$ cat config.mk
export PLATFORM = sky130hd
export DESIGN_NAME = player_anim_ctrl
export DESIGN_NICKNAME = d
export VERILOG_FILES = /design/src/rtl/player_anim_ctrl.sv
export SDC_FILE = /design/constraint.sdc
export NUM_CORES = 1
export LEC_CHECK = 0
export CORE_MARGIN = 4
export CORE_UTILIZATION = 35
export CTS_BUF_LIST = sky130_fd_sc_hd__clkbuf_4 sky130_fd_sc_hd__clkbuf_8
export DETAILED_ROUTE_END_ITERATION = 16
export MAX_ROUTING_LAYER = met4
export SETUP_SLACK_MARGIN = 0.02
export SLEW_MARGIN = 20
export SYNTH_ARGS = -nofsm -noshare
export SYNTH_HDL_FRONTEND = slang
export SYNTH_SLANG_ARGS = --single-unit
$ cat constraint.sdc
create_clock -name Clk -period 4.05 [get_ports Clk]
set_clock_uncertainty 0.1 [all_clocks]
set_input_delay 0.6075 -clock Clk [delete_from_list [all_inputs] [get_ports Clk]]
set_output_delay 0.6075 -clock Clk [all_outputs]
set_load 0.01 [all_outputs]
$ cat src/rtl/player_anim_ctrl.sv
// ---------------------------------------------------------------------------
// player_anim_ctrl
//
// Purpose:
//   Animation sequencer and ROM address generator for the player sprite.
//   The sprite ROM holds 16 frames of SPR_W x SPR_H pixels. Once per video
//   frame the key inputs choose a facing direction and a pose. For every VGA
//   draw pixel the block produces the ROM read address of the matching
//   sprite pixel. It also flags the pixels that fall inside the sprite, with
//   the flag aligned to the ROM's registered output.
//
// Ports:
//   Clk        in   1       system clock
//   Reset_n    in   1       asynchronous active-low reset
//   frame_clk  in   1       vsync-rate level; each rising edge is one frame tick
//   key_up     in   1       move up request (W), level
//   key_down   in   1       move down request (S), level
//   key_left   in   1       move left request (A), level
//   key_right  in   1       move right request (D), level
//   key_attack in   1       attack request, level
//   DrawX      in   10      current VGA pixel column
//   DrawY      in   10      current VGA pixel row
//   PlayerX    in   10      sprite top-left column on screen
//   PlayerY    in   10      sprite top-left row on screen
//   rom_addr   out  ADDR_W  sprite ROM read address (1 Clk after DrawX/DrawY)
//   pixel_hit  out  1       ROM data_Out in this cycle belongs to the sprite
//   frame_idx  out  4       current frame = dir*4 + pose
//   attacking  out  1       high while the attack pose is held
// ---------------------------------------------------------------------------
module player_anim_ctrl #(
    parameter int SPR_W         = 18,
    parameter int SPR_H         = 20,
    parameter int WALK_DIV      = 8,
    parameter int ATTACK_FRAMES = 12,
    parameter int ADDR_W        = 16
) (
    input  logic              Clk,
    input  logic              Reset_n,
    input  logic              frame_clk,
    input  logic              key_up,
    input  logic              key_down,
    input  logic              key_left,
    input  logic              key_right,
    input  logic              key_attack,
    input  logic [9:0]        DrawX,
    input  logic [9:0]        DrawY,
    input  logic [9:0]        PlayerX,
    input  logic [9:0]        PlayerY,
    output logic [ADDR_W-1:0] rom_addr,
    output logic              pixel_hit,
    output logic [3:0]        frame_idx,
    output logic              attacking
);

    typedef enum logic [1:0] {
        ST_IDLE   = 2'd0,
        ST_WALK   = 2'd1,
        ST_ATTACK = 2'd2
    } state_t;

    // Direction codes double as the upper two bits of the frame index.
    localparam logic [1:0] DIR_FRONT = 2'd0;
    localparam logic [1:0] DIR_LEFT  = 2'd1;
    localparam logic [1:0] DIR_BACK  = 2'd2;
    localparam logic [1:0] DIR_RIGHT = 2'd3;

    localparam logic [1:0] POSE_IDLE   = 2'd2;
    localparam logic [1:0] POSE_ATTACK = 2'd3;

    localparam int WCNT_W = (WALK_DIV > 1) ? $clog2(WALK_DIV) : 1;
    localparam int ACNT_W = (ATTACK_FRAMES > 1) ? $clog2(ATTACK_FRAMES + 1) : 1;

    localparam logic [WCNT_W-1:0] WALK_LAST  = WCNT_W'(WALK_DIV - 1);
    localparam logic [ACNT_W-1:0] ATK_LOAD   = ACNT_W'(ATTACK_FRAMES);
    localparam logic [ACNT_W-1:0] ATK_LAST   = ACNT_W'(1);
    localparam logic [ADDR_W-1:0] FRAME_SIZE = ADDR_W'(SPR_W * SPR_H);

    state_t            state, next_state;
    logic [1:0]        dir, next_dir;
    logic [WCNT_W-1:0] walk_cnt, next_walk_cnt;
    logic              step, next_step;
    logic [ACNT_W-1:0] atk_cnt, next_atk_cnt;
    logic [1:0]        next_pose;

    logic fclk_s1, fclk_s2, fclk_prev;
    logic tick;

    logic       any_move;
    logic [1:0] move_dir;

    logic signed [10:0] rel_x, rel_y;
    logic               in_win;
    logic [ADDR_W-1:0]  offset, base;
    logic               hit_d1;

    // frame_clk comes from the video timing domain, so it is synchronised
    // through two flops; a third flop remembers the previous level so a
    // held-high frame_clk yields exactly one tick.
    always_ff @(posedge Clk or negedge Reset_n) begin
        if (!Reset_n) begin
            fclk_s1   <= 1'b0;
            fclk_s2   <= 1'b0;
            fclk_prev <= 1'b0;
        end else begin
            fclk_s1   <= frame_clk;
            fclk_s2   <= fclk_s1;
            fclk_prev <= fclk_s2;
        end
    end

    assign tick = fclk_s2 & ~fclk_prev;

    // Movement key decode with fixed priority up > down > left > right,
    // which also settles opposing key pairs.
    always_comb begin
        any_move = key_up | key_down | key_left | key_right;
        move_dir = DIR_RIGHT;
        if (key_up) begin
            move_dir = DIR_BACK;
        end else if (key_down) begin
            move_dir = DIR_FRONT;
        end else if (key_left) begin
            move_dir = DIR_LEFT;
        end
    end

    // Next-state logic. Everything holds between ticks; on a tick the FSM
    // reacts to the sampled keys. Attack always wins over movement, and
    // while attacking the keys are ignored until the countdown expires.
    always_comb begin
        next_state    = state;
        next_dir      = dir;
        next_walk_cnt = walk_cnt;
        next_step     = step;
        next_atk_cnt  = atk_cnt;

        if (tick) begin
            unique case (state)
                ST_IDLE: begin
                    if (key_attack) begin
                        next_state   = ST_ATTACK;
                        next_atk_cnt = ATK_LOAD;
                    end else if (any_move) begin
                        next_state    = ST_WALK;
                        next_dir      = move_dir;
                        next_walk_cnt = '0;
                        next_step     = 1'b0;
                    end
                end
                ST_WALK: begin
                    if (key_attack) begin
                        next_state   = ST_ATTACK;
                        next_atk_cnt = ATK_LOAD;
                    end else if (!any_move) begin
                        next_state = ST_IDLE;
                    end else begin
                        // Turning keeps the walk cadence running.
                        next_dir = move_dir;
                        if (walk_cnt == WALK_LAST) begin
                            next_walk_cnt = '0;
                            next_step     = ~step;
                        end else begin
                            next_walk_cnt = walk_cnt + 1'b1;
                        end
                    end
                end
                ST_ATTACK: begin
                    next_atk_cnt = atk_cnt - 1'b1;
                    if (atk_cnt == ATK_LAST) begin
                        next_state = ST_IDLE;
                    end
                end
                default: begin
                    next_state = ST_IDLE;
                end
            endcase
        end

        unique case (next_state)
            ST_WALK:   next_pose = {1'b0, next_step};
            ST_ATTACK: next_pose = POSE_ATTACK;
            default:   next_pose = POSE_IDLE;
        endcase
    end

    // State registers. frame_idx and attacking are built from the next
    // values so they update in the cycle right after the tick.
    always_ff @(posedge Clk or negedge Reset_n) begin
        if (!Reset_n) begin
            state     <= ST_IDLE;
            dir       <= DIR_FRONT;
            walk_cnt  <= '0;
            step      <= 1'b0;
            atk_cnt   <= '0;
            frame_idx <= {DIR_FRONT, POSE_IDLE};
            attacking <= 1'b0;
        end else begin
            state     <= next_state;
            dir       <= next_dir;
            walk_cnt  <= next_walk_cnt;
            step      <= next_step;
            atk_cnt   <= next_atk_cnt;
            frame_idx <= {next_dir, next_pose};
            attacking <= (next_state == ST_ATTACK);
        end
    end

    // Sprite-relative position. Zero-extending to 11 bits and subtracting
    // gives a proper signed difference, so pixels left of or above the
    // sprite come out negative instead of wrapping into the window.
    always_comb begin
        rel_x  = $signed({1'b0, DrawX}) - $signed({1'b0, PlayerX});
        rel_y  = $signed({1'b0, DrawY}) - $signed({1'b0, PlayerY});
        in_win = !rel_x[10] && (rel_x[9:0] < 10'(SPR_W)) &&
                 !rel_y[10] && (rel_y[9:0] < 10'(SPR_H));
        offset = ADDR_W'(rel_y[9:0]) * ADDR_W'(SPR_W) + ADDR_W'(rel_x[9:0]);
        base   = ADDR_W'(frame_idx) * FRAME_SIZE;
    end

    // Address register plus the two-stage hit pipe. The ROM adds one more
    // cycle after rom_addr, so pixel_hit lags the window test by two.
    always_ff @(posedge Clk or negedge Reset_n) begin
        if (!Reset_n) begin
            rom_addr  <= '0;
            hit_d1    <= 1'b0;
            pixel_hit <= 1'b0;
        end else begin
            rom_addr  <= in_win ? (base + offset) : '0;
            hit_d1    <= in_win;
            pixel_hit <= hit_d1;
        end
    end

endmodule

==> impl_metrics.py <==
metrics = {
    "routing": {
        "route.final.wire_length_um": 9210,
        "detail-route-antenna-nets": 0,
        "viasPerCell": 4.74,
        "avgRoutedWirePerCell_um": 12.2,
        "via_count": 3582,
        "route.detailed.drc": 0,
        "drt_pass_1_iters": 4,
        "first_iter_violations": 153,
    },
    "yosys": {
        "number_of_flip_flops_and_latches_in_the_synthesized_netlist": 36,
        "yosys.cell_types.count": 57,
        "post_syn_area_sq_mm": 0.00394,
        "synth_top_area_share": 0.222,
        "synth.net_count": 571,
        "syn_avg_cell_area_sq_um": 8.92,
        "synthMostInstantiatedCell": "ha_1",
        "synth_top_cells_by_count": "68 x ha_1, 61 x inv_1, 35 x dfrtp_1",
        "synth_async_sr_flop_share": 1.00,
        "commonest_register_cell_after_synthesis": "dfrtp_1",
        "post_synth_inst_count": 442,
        "synth-edff-count": 0,
        "synthDominantAreaCellType": "dfrtp_1",
        "ys_top_cells_by_area": "dfrtp_1 22%, ha_1 22%, fa_1 6.6%",
        "yosysWarningCount": 0,
        "ys_seq_area_frac": 0.229,
    },
    "final_layout": {
        "layout.nets": 743,
        "layout_area_overhead_pct": 52.0,
        "n_fill_cell": 1002,
        "antenna-diode-count": 0,
        "area_of_the_multi_input_gates_sq_mm": 0.00312,
        "layout.area.seq_sq_um": 902,
        "finish.instance_area_sq_mm": 0.00599,
        "final_layout_size_suffix_gt1_frac": 0.286,
    },
    "clock_tree": {
        "path_clk_slew_ns": 0.07,
        "max-clock-path-buffers": 2,
        "tritoncts": "yes",
        "insertion_delay_ns": 0.29,
        "num_cts_buffers": 5,
        "clock_sink_count": 36,
        "cts_max_level": 2,
        "ctsRootBufferMaster": "clkbuf_8",
    },
    "placed_design": {
        "detailedPlacementHpwl_um": 7690,
        "place_congestion": 0.838,
        "portBuffers": 69,
        "detailed_place.area_sq_mm": 0.00554,
    },
    "floorplanning": {
        "initial_utilization": 0.361,
        "rows": 38,
        "die_x_um": 114,
        "die_area_sq_mm": 0.0130,
        "pin_count": 70,
        "area_of_the_placeable_core_sq_mm": 0.0109,
        "die_height_um": 114,
    },
    "timing": {
        "maxSlewHeadroom": 0.622,
        "finalMaxSlewViolations": 0,
        "period_needed_ns": 4.83,
        "grt_setup_unrepaired": "true",
        "final_worst_setup_slack_ns": -0.782,
        "final.period_utilization": 1.19,
        "final_hold_viol_count": 0,
        "setup_viol": 7,
        "fmaxAchievable_mhz": 207,
        "worst_pin_slew_ns": 0.563,
    },
    "critical_path": {
        "timing.critical_path.from": "DrawY[0]",
        "worst-r2r-setup-slack_ns": -0.02,
        "ff2ff_path_depth": 15,
        "critical_path.max_fanout": 2,
        "crit_path_end_kind": "flop",
        "timing.critical_path.from_type": "primary input",
        "regToRegEndpoint": "rom_addr[13]$_DFF_PN0_",
        "cp_data_required_time_ns": 4.12,
        "critical_path_class": "in -> reg",
        "worst_r2r_startpoint": "dir[0]$_DFFE_PN0P_",
        "worst-endpoint-arrival_ns": 4.91,
    },
    "global_route": {
        "grt_remaining_overflow": 0,
        "grt_first_pass_wirelength_um": 15900,
        "grt_antenna_before_repair": 0,
        "grt_max_degree": 37,
        "first_global_vias": 3654,
        "grt.total_usage": 0.151,
    },
    "hold_path": {
        "worst_hold_path.num_cells": 0,
        "hold_end": "pixel_hit$_DFF_PN0_",
        "timing.hold.worst.start": "hit_d1$_DFF_PN0_",
        "hold_class": "reg -> reg",
    },
    "run_status": {
        "status": "finished, violations left",
        "violations": "negative setup slack",
    },
    "run": {
        "max_cap_viol_count": 0,
    },
}
## sequential cells by signal, indices dropped and copies added, names as in the netlist, 2 cells and up
signal     count
atk_cnt        4
dir            2
frame_idx      2
rom_addr      16
state          2
walk_cnt       3
## worst max-delay path, cell delays in order
cell and delay [ns]:
buf_8 0.11, inv_12 0.04, ha_4 0.12, inv_2 0.03
fa_2 0.36, a211oi_4 0.29, nor2_2 0.06, xor2_1 0.17
ha_1 0.32, ha_4 0.18, fa_2 0.35, a21o_1 0.19
a21oi_4 0.16, xnor2_2 0.10, fa_1 0.58, ha_4 0.21
buf_6 0.11, a21o_1 0.18, a21oi_2 0.13, a21boi_1 0.07
o21a_1 0.20, o311a_1 0.33
## layer usage
layer / share of wire / vias to the layer above / track usage
met2: 0.50 / 63 / 0.259
met5: 0 / - / -
met1: 0.46 / 1635 / 0.193
met4: 0.015 / 0 / 0.0380
li1: - / 1874 / -
met3: 0.025 / 10 / 0.0100
## placed cells by master (no fill, tap or decap), types with 3 or more instances in the layout
cell,synthesis,final
nor3b_1,5,3
ha_4,0,13
nor2_1,29,26
xnor2_1,17,14
ha_1,68,54
dfrtp_1,35,35
a211oi_1,4,3
nor4_1,3,3
a21oi_2,2,5
o21a_1,9,9
nor2_2,0,3
buf_6,1,7
buf_4,0,93
mux2i_1,3,3
fa_2,0,4
a21o_1,14,14
inv_1,61,55
dlygate4sd2_1,0,4
inv_2,0,5
o31ai_1,3,3
nand4_1,3,3
fa_1,13,9
nor3_1,10,9
o21ai_2,0,4
nand2b_1,5,5
o21bai_1,3,3
and2_1,11,10
clkbuf_8,0,5
a21oi_1,22,17
nand2_1,16,14
clkdlybuf4s50_1,0,61
o21ai_0,23,19
xor2_1,15,14
nor2b_1,17,15
xnor2_2,0,3
nand3_1,5,5
## repair_timing
action	CTS	global route
pin swaps	44	37
endpoints found under the hold margin	0	0
hold buffers	0	0
setup buffers	12	1
cloned	0	0
resized for setup	57	20
setup endpoints to repair	10	9
## cell type report
type                       count  area share
clock buffer                   5      0.0115
clock inverter                 3     0.00313
inverter                      61      0.0403
multi-input combinational    340       0.520
sequential                    36       0.150
tap                          140      0.0292
timing repair buffer         170       0.246
## kinds of logic (layout without fill, tap and decap cells)
logic type | Yosys count | after routing | share of synthesized area
AND/OR/NAND/NOR | 114 | 114 | 0.157
AO/OA/AOI/OAI | 107 | 107 | 0.180
adder cells (fa/ha/maj) | 81 | 81 | 0.282
buffers and inverters | 66 | 239 | 0.0654
flip-flops | 36 | 36 | 0.229
XOR/XNOR | 33 | 33 | 0.0752
multiplexers | 4 | 4 | 0.0105
other | 1 | 1 | 0.000951
## worst max path at each step
stage | slack [ns] | cells past startpoint | endpoint
after floorplan | -0.85 | 21 | rom_addr[14]$_DFF_PN0_
after global placement | -1.49 | 22 | rom_addr[14]$_DFF_PN0_
after detailed placement | -1.57 | 21 | rom_addr[14]$_DFF_PN0_
after CTS | -0.83 | 22 | rom_addr[14]$_DFF_PN0_
after global routing | -0.99 | 22 | rom_addr[13]$_DFF_PN0_
final | -0.78 | 22 | rom_addr[13]$_DFF_PN0_
## per-stage QoR
step	util	setup WS (ns)	cells	hold slack, ns	TNS, ns
6_report	0.548	-0.782	755	0.261	-3.97
5_1_grt	0.548	-0.989	755	0.270	-5.52
4_1_cts	0.541	-0.827	755	0.268	-4.02
3_5_place_dp	0.506	-1.57	736	0.253	-11.58
3_3_place_gp	0.506	-1.49	736	0.233	-10.97
2_1_floorplan	-	-0.848	442	0.212	-4.03
Power is not shown: default switching activity piles up to over one toggle a cycle in this logic, so the estimate is an artifact.
==> RTL edit 1, RTL diff (same flow settings) <==
The 3 states of `state_t` get a one-hot encoding in 3 bits.
--- a/src/rtl/player_anim_ctrl.sv
+++ b/src/rtl/player_anim_ctrl.sv
@@ -53,8 +53,8 @@
 );
 
-    typedef enum logic [1:0] {
-        ST_IDLE   = 2'd0,
-        ST_WALK   = 2'd1,
-        ST_ATTACK = 2'd2
+    typedef enum logic [2:0] {
+        ST_IDLE   = 3'b001,
+        ST_WALK   = 3'b010,
+        ST_ATTACK = 3'b100
     } state_t;
 
Check against the original RTL: no difference found for any inputs over 10 cycles, from zero or initial values and one cycle with Reset_n low; not proved beyond that.
==> RTL edit 1 against the unedited design <==
  * The flow still finishes with violations (setup timing)
  * Sequential share of layout area increased by 0.78 points
  * Setup slack improved by 0.26 ns
  * Cell count decreased by 3.3%
  * First-iteration DRC count decreased by 42%
  * Design area decreased by 2.1%
  * Routed wire length decreased by 1.5%
  * Fmax increased by 5.7%
  * Sequential cell count increased by 1
  * Area after synthesis decreased by 0.63%
  * Register-to-register slack improved by 0.15 ns
  * Critical path type unchanged
Power is not shown: default switching activity piles up to over one toggle a cycle in this logic, so the estimate is an artifact.
==> RTL edit 1: results (changes against the unedited design) <==
Cell variety after synth 58 (+1.8%); failing checks setup timing; top post-synthesis cells by count ha_1 (66), inv_1 (64), dfrtp_1 (35); # resized after CTS 63 (+11%); Tot GR Track Use 0.149 (-0.00178); fraction of layout cells with a size suffix above 1 0.288 (+0.00196); # setup viols final 6 (-1); DR vias 3,526 (-1.6%); vias in the first global route 3,645 (-0.25%); status finished with violations; dpl ws -1.35 ns (+0.228 ns); final worst slack -0.523 ns (+0.260 ns); initial antenna violation count 0 (unchanged); setup_tns -2.42 ns (+1.55 ns); dominant cells by area after synthesis dfrtp_1 (22%), ha_1 (21%), fa_1 (6.6%); post-CTS setup buffers 11 (-1); placed standard-cell area 5390 um^2 (-2.7%); arrival time worst endpoint 4.65 ns (-0.26 ns); met1 usage 0.181 (-0.0119); DP Cell Count 707 (-3.9%); Largest regs rom_addr (16), atk_cnt (4); M2 GR Usage 0.269 (+0.0102); WL met1 4200 um (-1.1%); Nets 716 (-3.6%); Initial DRC Count 88 (-42%); hold_ws 0.254 ns (-0.00737 ns); metal2 WL 4510 um (-2.0%); Crit Path Max Fanout 4 (+2); first-pass GRT wire length 15,800 um (-1.0%); cells after synthesis 440 (-0.45%); syn_nets 567 (-0.70%); post-synthesis sequential area ratio 0.237 (+0.00817); R2R Setup Slk 0.13 ns (+0.15 ns); WL met3 250 um (+10%); Avg Vias per Cell 4.83 (+1.8%)
==> RTL edit 1: cell count changes in the layout (fill, tap and decap cells not counted), sizes merged, moves of 6 or more <==
cell           delta
buf              -20
nand2             +8
and2              -7
clkdlybuf4s50     -6
nand3             +6
nor2b             -6
o21a              -6
==> RTL edit 1: logic make-up (layout without fill, tap and decap cells) <==
kind of cell / Yosys count / count (layout) / share of synthesized area
simple gates: 118 / 118 / 0.157
xor+xnor: 34 / 34 / 0.0808
fa+ha+maj: 79 / 79 / 0.277
compound gates: 101 / 101 / 0.172
other cells: 1 / 1 / 0.000957
flops: 37 / 37 / 0.237
mux: 1 / 1 / 0.00256
buf+inv: 69 / 219 / 0.0728
==> RTL edit 1: layout make-up <==
cell class              instances  area, um^2
flip-flops and latches         37         928
well taps                     140         175
fillers                      1016        5020
repair buffers                147        1290
clock buffers                   6        76.3
inverters                      64         253
multi-input cells             334        3110
clock inverters                 2        38.8
==> RTL edit 1: final timing paths <==
check	start	to	cells after the start
setup / recovery	PlayerY[2]	rom_addr[14]	20
hold / removal	fclk_s1	fclk_s2	0
hold reg to reg	fclk_s1	fclk_s2	0
max in group asynchronous	Reset_n	frame_idx[1]	2
min in group asynchronous	Reset_n	rom_addr[1]	2
setup reg to reg	frame_idx[1]	rom_addr[14]	14
==> RTL edit 1: critical path, stage by stage <==
cell	delay [ns]
dlygate4sd2_1	0.20
inv_2	0.05
ha_4	0.15
a21o_1	0.16
a21o_2	0.19
or3_4	0.38
and2_4	0.18
ha_4	0.26
fa_2	0.39
a21o_1	0.20
a21oi_2	0.19
o21bai_1	0.11
a21oi_2	0.17
xnor2_1	0.14
ha_1	0.28
ha_4	0.24
and3_4	0.16
a2111oi_4	0.33
o21bai_1	0.09
and2b_1	0.15
==> RTL edit 2, RTL diff (same flow settings) <==
Made on the original files. Set the parameter `WALK_DIV` to 16 (it was 8).
--- a/src/rtl/player_anim_ctrl.sv
+++ b/src/rtl/player_anim_ctrl.sv
@@ -31,5 +31,5 @@
     parameter int SPR_W         = 18,
     parameter int SPR_H         = 20,
-    parameter int WALK_DIV      = 8,
+    parameter int WALK_DIV      = 16,
     parameter int ATTACK_FRAMES = 12,
     parameter int ADDR_W        = 16
Function: same outputs for any inputs over 10 cycles, from zero or initial values and one cycle with Reset_n low; that may be too few to reach the edited logic, so the function may still have changed.
==> RTL edit 2 against the unedited design <==
  * The flow still finishes with violations (setup timing)
  * Count of clock-buffer cells in the layout increased by 1
  * Largest cell class unchanged
  * Via count decreased by 0.78%
  * Sequential cell count increased by 1
  * First-iteration DRC count decreased by 1.3%
  * Highest routed layer unchanged
  * Setup slack improved by 0.28 ns
  * Critical path depth unchanged
  * Routed wire length about the same
  * Design area increased by 1.9%
  * Register-to-register slack improved by 0.02 ns
  * Area after synthesis increased by 2.9%
Power is left out: the tool's default activity adds up to more than one toggle a clock period on the data nets, which glitch-free logic cannot reach.
==> RTL edit 2: results (changes against the unedited design) <==
top post-synthesis cells by count ha_1 (68), inv_1 (65), dfrtp_1 (36); post-CTS setup buffers 10 (-2); failing checks setup timing; largest net degree at the start of global routing 38 (+2.7%); fillers 1,021 (+1.9%); Crit Path Max Fanout 4 (+2); dominant cells by area after synthesis dfrtp_1 (22%), ha_1 (21%), fa_1 (6.4%); adder-cell share of the synthesized area 0.274 (-0.00799); arrival time worst endpoint 4.62 ns (-0.29 ns); # setup viols final 6 (-1); Routed WL per cell 12.3 um (+1.0%); top-area cell type share of the netlist area 0.222 (about the same); mux cell area share after synthesis 0.00740 (-0.00307); DR vias 3,554 (-0.78%); grt met3 use 0.0136 (+0.00353); Tot GR Track Use 0.148 (-0.00221); Initial DRC Count 151 (-1.3%); fraction of layout cells with a size suffix above 1 0.311 (+0.0251); footprint of the multi-input gates 3280 um^2 (+5.2%); DP Cell Count 731 (-0.68%); Largest stage delay, worst path 0.55 ns (-0.03 ns); Main synth FF type dfrtp_1; status finished with violations; Avg Vias per Cell 4.76 (+0.28%); metal2 WL 4550 um (-1.3%); cells after synthesis 448 (+1.4%); post-synthesis sequential area ratio 0.228 (-0.000324); final worst slack -0.498 ns (+0.284 ns); post-synthesis compound-gate area fraction 0.163 (-0.0171); M2 GR Usage 0.257 (-0.00184); placed standard-cell area 5690 um^2 (+2.7%); Detail Placement HPWL 7880 um (+2.5%); setup_tns -1.99 ns (+1.98 ns); XOR/XNOR Fraction of Synth Area 0.0712 (-0.00398); Cell variety after synth 59 (+3.5%); first-pass GRT wire length 16,100 um (+1.1%); # resized after CTS 49 (-14%); syn_nets 577 (+1.1%); Largest regs rom_addr (16), atk_cnt (4), walk_cnt (4); WL met3 332 um (+46%); RePlAce Congestion 0.798 (-4.8%); met1 usage 0.188 (-0.00575); Rel. slew slack 0.477 (-0.144)
-- RTL edit 2: worst paths after layout --
kind	start	to	slack, ns	cells past startpoint
setup / recovery	DrawY[0]	rom_addr[13]	-0.50	22
hold / removal	hit_d1	pixel_hit	0.25	0
setup reg to reg	dir[0]	rom_addr[13]	0	15
hold reg to reg	hit_d1	pixel_hit	0.25	0
max in group asynchronous	Reset_n	fclk_s2	3.05	1
min in group asynchronous	Reset_n	rom_addr[2]	0.30	1
-- RTL edit 2: final cells by class --
cell class | instances | area share
well taps | 143 | 0.0293
multi-input cells | 338 | 0.537
inverters | 65 | 0.0424
clock inverters | 2 | 0.00635
repair buffers | 156 | 0.221
flip-flops and latches | 37 | 0.152
clock buffers | 6 | 0.0125
-- RTL edit 2: worst max-delay path, delay by kind of cell --
kind                       cells  cell delay [ns]
AOI/OAI and AO/OA              5             0.93
xor gates and xnor gates       3             0.47
adders and majority gates      7             2.03
buffers and inverters          3             0.18
and+or+nand+nor                4             0.39
